--- src/rtl/fetch_ir_pc_unit.sv ---
// Program counter, instruction register and memory data register for the multicycle CPU.
// Applies the controller's PC/IR strobes, gates the fetch on mem_ready, and keeps debug counters.
module fetch_ir_pc_unit #(
   parameter int unsigned         DATA_W   = 32,
   parameter logic [DATA_W-1:0]   PC_RESET = '0,
   parameter int unsigned         JADDR_W  = 26
) (
   input  logic                clock,
   input  logic                reset,
   input  logic                IRWrite,
   input  logic                PCWrite,
   input  logic                PCWriteCond,
   input  logic                BEQ,
   input  logic [1:0]          PCSrc,
   input  logic                Zero,
   input  logic [DATA_W-1:0]   ALUResult,
   input  logic [DATA_W-1:0]   ALUOut,
   input  logic [DATA_W-1:0]   MemData,
   input  logic                mem_ready,
   output logic [DATA_W-1:0]   PC,
   output logic [DATA_W-1:0]   IR,
   output logic [DATA_W-1:0]   MDR,
   output logic [5:0]          OPcode,
   output logic [4:0]          rs,
   output logic [4:0]          rt,
   output logic [4:0]          rd,
   output logic [15:0]         imm16,
   output logic [JADDR_W-1:0]  jaddr,
   output logic                stall,
   output logic [31:0]         instr_count,
   output logic [31:0]         branch_taken
);

   logic [DATA_W-1:0] pc_q, pc_d;
   logic [DATA_W-1:0] ir_q, ir_d;
   logic [DATA_W-1:0] mdr_q, mdr_d;
   logic [31:0]       instr_count_q, instr_count_d;
   logic [31:0]       branch_taken_q, branch_taken_d;

   logic cond;
   logic pc_en;
   logic ir_load;
   logic src_valid;

   assign stall     = IRWrite & ~mem_ready;
   assign ir_load   = IRWrite & mem_ready;
   assign cond      = BEQ ? Zero : ~Zero;
   assign pc_en     = ~stall & (PCWrite | (PCWriteCond & cond));
   assign src_valid = (PCSrc != 2'b11);

   // NOTE: every variable gets its hold value first so no path through this block infers a latch.
   always_comb begin
      pc_d           = pc_q;
      ir_d           = ir_q;
      mdr_d          = mdr_q;
      instr_count_d  = instr_count_q;
      branch_taken_d = branch_taken_q;

      if (pc_en) begin
         unique case (PCSrc)
            2'b00:   pc_d = ALUResult;
            2'b01:   pc_d = ALUOut;
            2'b10:   pc_d = {pc_q[DATA_W-1:JADDR_W], ir_q[JADDR_W-1:0]};
            default: pc_d = pc_q;
         endcase
      end

      if (ir_load) begin
         ir_d          = MemData;
         instr_count_d = instr_count_q + 32'd1;
      end

      if (mem_ready) begin
         mdr_d = MemData;
      end

      // PCWrite overrides a simultaneous conditional write, so that case is not a taken branch.
      if (PCWriteCond & cond & ~PCWrite & ~stall & src_valid) begin
         branch_taken_d = branch_taken_q + 32'd1;
      end
   end

   // NOTE: state registers use non-blocking assignments so every flop samples pre-edge values.
   always_ff @(posedge clock) begin
      if (reset) begin
         pc_q           <= PC_RESET;
         ir_q           <= '0;
         mdr_q          <= '0;
         instr_count_q  <= '0;
         branch_taken_q <= '0;
      end else begin
         pc_q           <= pc_d;
         ir_q           <= ir_d;
         mdr_q          <= mdr_d;
         instr_count_q  <= instr_count_d;
         branch_taken_q <= branch_taken_d;
      end
   end

   assign PC           = pc_q;
   assign IR           = ir_q;
   assign MDR          = mdr_q;
   assign instr_count  = instr_count_q;
   assign branch_taken = branch_taken_q;

   assign OPcode = ir_q[31:26];
   assign rs     = ir_q[25:21];
   assign rt     = ir_q[20:16];
   assign rd     = ir_q[15:11];
   assign imm16  = ir_q[15:0];
   assign jaddr  = ir_q[JADDR_W-1:0];

endmodule

--- config.mk ---
export PLATFORM = sky130hd
export DESIGN_NAME = fetch_ir_pc_unit
export DESIGN_NICKNAME = d
export VERILOG_FILES = /design/src/rtl/fetch_ir_pc_unit.sv
export SDC_FILE = /design/constraint.sdc
export NUM_CORES = 1
export LEC_CHECK = 0
export ABC_AREA = 1
export CORE_UTILIZATION = 30
export CTS_BUF_LIST = sky130_fd_sc_hd__clkbuf_16
export CTS_CLUSTER_SIZE = 20
export DETAILED_ROUTE_END_ITERATION = 10
export PLACE_DENSITY_LB_ADDON = 0.3
export SLEW_MARGIN = 40
export SYNTH_ARGS = -nofsm -noshare
export SYNTH_HDL_FRONTEND = slang
export SYNTH_SLANG_ARGS = --single-unit
--- constraint.sdc ---
create_clock -name clock -period 4.1 [get_ports clock]
set_input_delay 0.41 -clock clock [delete_from_list [all_inputs] [get_ports clock]]
set_output_delay 0.41 -clock clock [all_outputs]
set_load 0.03 [all_outputs]
==> qor.txt <==
====================================================================================
Power Internal ........................................................      2.88 mW
Crit path max fanout ..................................................           10
Wire length per cell ..................................................      16.1 µm
Longest individual stage delay on the worst path ......................       700 ps
Number of setup violations in the final report ........................            0
Tot Pwr ...............................................................      4.11 mW
DR iter-0 viols .......................................................          565
Number of filler instances in the final layout ........................         2624
Final hold violation count ............................................            0
Kind of launch point of the worst setup path ..........................    input pin
CP endpoint ...........................................................        stall
Clock tree from TritonCTS .............................................        built
Number of global-route vias before repair .............................         7562
Average size of a mapped cell .........................................     6.65 µm²
Wl on met1 ............................................................     12800 µm
Part of the total power dissipated in sequential elements .............        0.411
Combinational power share .............................................        0.198
Post-synthesis share of cell area spent on xor and xnor gates .........      0.00774
Routed wl met3 ........................................................      1970 µm
Type of the most critical hold path ................................... flip-flop to flip-flop
Shortest clock period the worst path allows after layout ..............      2530 ps
Mapped Area ...........................................................  0.00793 mm²
Placeable Area ........................................................   0.0260 mm²
Path type of the worst setup path ..................................... input pin to output port
Worst Path Arrival ....................................................      2120 ps
Count of buffer and inverter cells on the critical path ...............            4
Multi-input gate area in the final layout .............................  0.00371 mm²
Mux share of post-synthesis cell area .................................            0
Number of cells on the worst reg-to-reg path ..........................           10
Std cell rows .........................................................           59
Synth Net Count .......................................................         1303
Yosys warns ...........................................................            0
Worst reg2reg setup slack .............................................      2190 ps
TritonCTS Buffers .....................................................           17
Worst setup path start ................................................    mem_ready
Clock net sink count ..................................................          160
Simple-gate portion of the synthesized area ...........................        0.312
Clock tree root buffer cell ........................................... sky130_fd_sc_hd__clkbuf_16
Lkg Pwr ...............................................................      4.37 nW
Power Dens Cells ......................................................   353 mW/mm²
Die width .............................................................       165 µm
Compound-Gate Fraction of Synth Area ..................................        0.137
Clock Latency Late Sink ...............................................       420 ps
RR Startpoint ......................................................... branch_taken[0]
Cells after Synth .....................................................         1191
Number of buffers added for setup after CTS ...........................            0
Period utilisation layout .............................................        0.617
Share of layout cells above drive strength 1 ..........................       0.0407
Cell type of the slowest stage on the worst timing path ............... sky130_fd_sc_hd__clkdlybuf4s50_1
Status ................................................................ finished, final reports clean
Pin slew with the least headroom to its limit .........................       589 ps
Wire length of the first global-routing pass ..........................     42400 µm
WL final ..............................................................     28800 µm
Detailed-routing iteration count for the pre-antenna-repair pass ......            7
Met2 WL ...............................................................     13400 µm
Overall fraction of global-route tracks in use ........................        0.205
Register area share after synthesis ...................................        0.404
Die outline area ......................................................   0.0271 mm²
Max Fclk ..............................................................      395 MHz
Global route overflow .................................................            0
DR DRC count ..........................................................            0
Combinational family with the most area after synthesis ............... simple AND/OR/NAND/NOR gates
Weighted congestion at the end of routability-driven global placement .        0.912
Count of nets left with antenna violations after detail routing .......            0
Family of cells with the greatest summed delay on the critical path ... buffers and inverters
# port buffers ........................................................          329
Worst r2r dst ......................................................... branch_taken[12]
Endpoint class of the critical path ...................................  output port
Total number of nets in the final design ..............................         1549
Via density per instance ..............................................         4.70
Hold-fix buffers, CTS .................................................            0
Clock Tree Buf Depth ..................................................            2
Clock-pin transition on the worst setup and hold timing paths .........        60 ps
Synthesis-stage register bit count ....................................          160
RSZ-0062 raised after global routing ..................................        false
Clock Power Share .....................................................        0.391
Max cap viols .........................................................            0
Sequence of cells on the critical path ................................ clkdlybuf4s50_1, inv_2, nand2_2, inv_1, clkdlybuf4s50_1
Initial core utilization ..............................................        0.305
Max-slew violation total from the final report ........................            0
Worst vdd rail ir drop ................................................     0.180 mV
Area overhead of the layout relative to synthesis .....................        47.0%
Placed wire-length estimate after detailed placement ..................     21500 µm
Setup TNS Final .......................................................         0 ps
Relative slew slack ...................................................        0.607
Worst endpoint required time ..........................................      3690 ps
Largest net degree at the start of global routing .....................           62
Max Clock Skew ........................................................      8.98 ps
Switching power .......................................................      1.24 mW
Area taken by flip-flops and latches ..................................  0.00320 mm²
Top routing layer in use ..............................................         met5
Die height ............................................................       165 µm
Total number of vias ..................................................         8390
CTS HTree Levels ......................................................            4
Number of distinct library cells after synthesis ......................           32
Switching Fraction ....................................................        0.301
Cell occurring most often along the worst timing path ................. sky130_fd_sc_hd__clkdlybuf4s50_1
CTS-repair resized insts ..............................................            0
Initial antenna violation count .......................................            2
Number of logic stages on the critical path including buffering .......            5
Adder-cell share of the synthesized area ..............................      0.00947
Ports .................................................................          330
====================================================================================
power by group through the flow:
stage / clock [mW] / combinational, mW / sequential, mW
finish: 1.61 / 0.814 / 1.69
global route: 1.73 / 0.867 / 1.70
CTS: 1.66 / 0.818 / 1.69
detailed placement: 0 / 0.815 / 1.73
global placement: 0 / 0.809 / 1.72
floorplan: 0 / 0.339 / 1.84
synthesized netlist by cell type:
master,count,share of area
sky130_fd_sc_hd__nor3_2,1,0.0013
sky130_fd_sc_hd__inv_2,1,0.00047
sky130_fd_sc_hd__nand2_1,240,0.11
sky130_fd_sc_hd__o21ai_0,99,0.063
sky130_fd_sc_hd__clkinv_1,1,0.00047
sky130_fd_sc_hd__and2_1,1,0.00079
sky130_fd_sc_hd__nand4_1,13,0.010
sky130_fd_sc_hd__nand3_1,60,0.038
sky130_fd_sc_hd__buf_2,8,0.0051
sky130_fd_sc_hd__buf_1,3,0.0014
sky130_fd_sc_hd__xor2_1,4,0.0044
sky130_fd_sc_hd__buf_6,1,0.0014
sky130_fd_sc_hd__o21ai_1,1,0.00063
sky130_fd_sc_hd__o21bai_1,2,0.0019
sky130_fd_sc_hd__clkbuf_1,36,0.017
sky130_fd_sc_hd__nor3_1,12,0.0076
sky130_fd_sc_hd__nor2_1,255,0.12
sky130_fd_sc_hd__nor2_2,4,0.0032
sky130_fd_sc_hd__inv_1,89,0.042
sky130_fd_sc_hd__and3_1,2,0.0016
sky130_fd_sc_hd__o211ai_1,5,0.0047
sky130_fd_sc_hd__a21o_1,1,0.00095
sky130_fd_sc_hd__nor2_4,5,0.0071
sky130_fd_sc_hd__nand3_2,1,0.0013
sky130_fd_sc_hd__nor3b_1,5,0.0047
sky130_fd_sc_hd__xnor2_1,3,0.0033
sky130_fd_sc_hd__a21oi_1,104,0.066
sky130_fd_sc_hd__buf_4,65,0.062
sky130_fd_sc_hd__nand2_2,2,0.0016
sky130_fd_sc_hd__dfxtp_1,160,0.40
sky130_fd_sc_hd__ha_1,6,0.0095
sky130_fd_sc_hd__o21a_1,1,0.00095
stage by stage:
stage                     hold WS, ps   util  std cells  area (µm²)  setup slack (ps)
final                             459  0.448       1786       11600              1570
after global routing              492  0.448       1786       11600              1500
after CTS                         465  0.448       1785       11600              1540
after detailed placement          454  0.426       1753       11100              1400
after global placement            449  0.425       1752       11000              1260
after floorplan                   545      -       1191        7930              2410
worst reg2reg max path, delay by kind of cell, from the launching register on:
family        cells  cell delay [ps]
simple gates      8             1110
fa+ha+maj         1              230
flops             1              420
buf+inv           1               60
area by class of cell:
class                      count  share of cell area
tap                          335              0.0360
inverter                      91              0.0294
clock buffer                  17              0.0365
timing repair buffer         340               0.290
multi-input combinational    827               0.319
clock inverter                15              0.0139
sequential                   160               0.275
antenna                        1            0.000215
sequential cells by signal (all words and copies together) (netlist names):
name / flops
PC: 32
IR: 32
MDR: 32
branch_taken: 32
instr_count: 32
placed cells by master (no fill, tap or decap), types with 2 or more instances in the layout:
cell	n
sky130_fd_sc_hd__clkdlybuf4s50_1	329
sky130_fd_sc_hd__nor2_1	255
sky130_fd_sc_hd__nand2_1	239
sky130_fd_sc_hd__dfxtp_1	160
sky130_fd_sc_hd__a21oi_1	103
sky130_fd_sc_hd__o21ai_0	99
sky130_fd_sc_hd__inv_1	88
sky130_fd_sc_hd__nand3_1	60
sky130_fd_sc_hd__clkbuf_16	17
sky130_fd_sc_hd__nand4_1	13
sky130_fd_sc_hd__nor3_1	12
sky130_fd_sc_hd__buf_4	10
sky130_fd_sc_hd__nor3b_1	5
sky130_fd_sc_hd__nor2_4	5
sky130_fd_sc_hd__o211ai_1	5
sky130_fd_sc_hd__ha_1	5
sky130_fd_sc_hd__clkinv_4	5
sky130_fd_sc_hd__nor2_2	4
sky130_fd_sc_hd__xor2_1	4
sky130_fd_sc_hd__nand2_2	3
sky130_fd_sc_hd__clkinv_2	3
sky130_fd_sc_hd__xnor2_1	3
sky130_fd_sc_hd__clkinv_1	3
sky130_fd_sc_hd__and3_1	2
sky130_fd_sc_hd__o21bai_1	2
sky130_fd_sc_hd__bufinv_16	2
sky130_fd_sc_hd__inv_8	2
sky130_fd_sc_hd__inv_6	2
kinds of logic (layout without fill, tap and decap cells):
group,Yosys count,count (layout)
AOI/OAI and AO/OA,213,213
xor gates and xnor gates,7,7
adders and majority gates,6,6
buffers and inverters,204,463
DFF,160,160
other,0,1
and+or+nand+nor,601,601
how the worst min path moves through the flow:
stage,start,end,depth (start not counted)
after detailed placement,MDR[26],MDR[26],2
after global placement,MDR[30],MDR[30],2
after floorplan,MemData[0],MDR[0],2
after global routing,MDR[30],MDR[30],2
after CTS,MDR[26],MDR[26],2
final,MDR[29],MDR[29],2
routing by layer:
metal  GRT usage  up-vias
li1            -     4249
met1       0.260     3857
met2       0.341      251
met3      0.0477       31
met4      0.0651        2
met5           0        -
No activity file was read; power rests on OpenSTA's default activity.
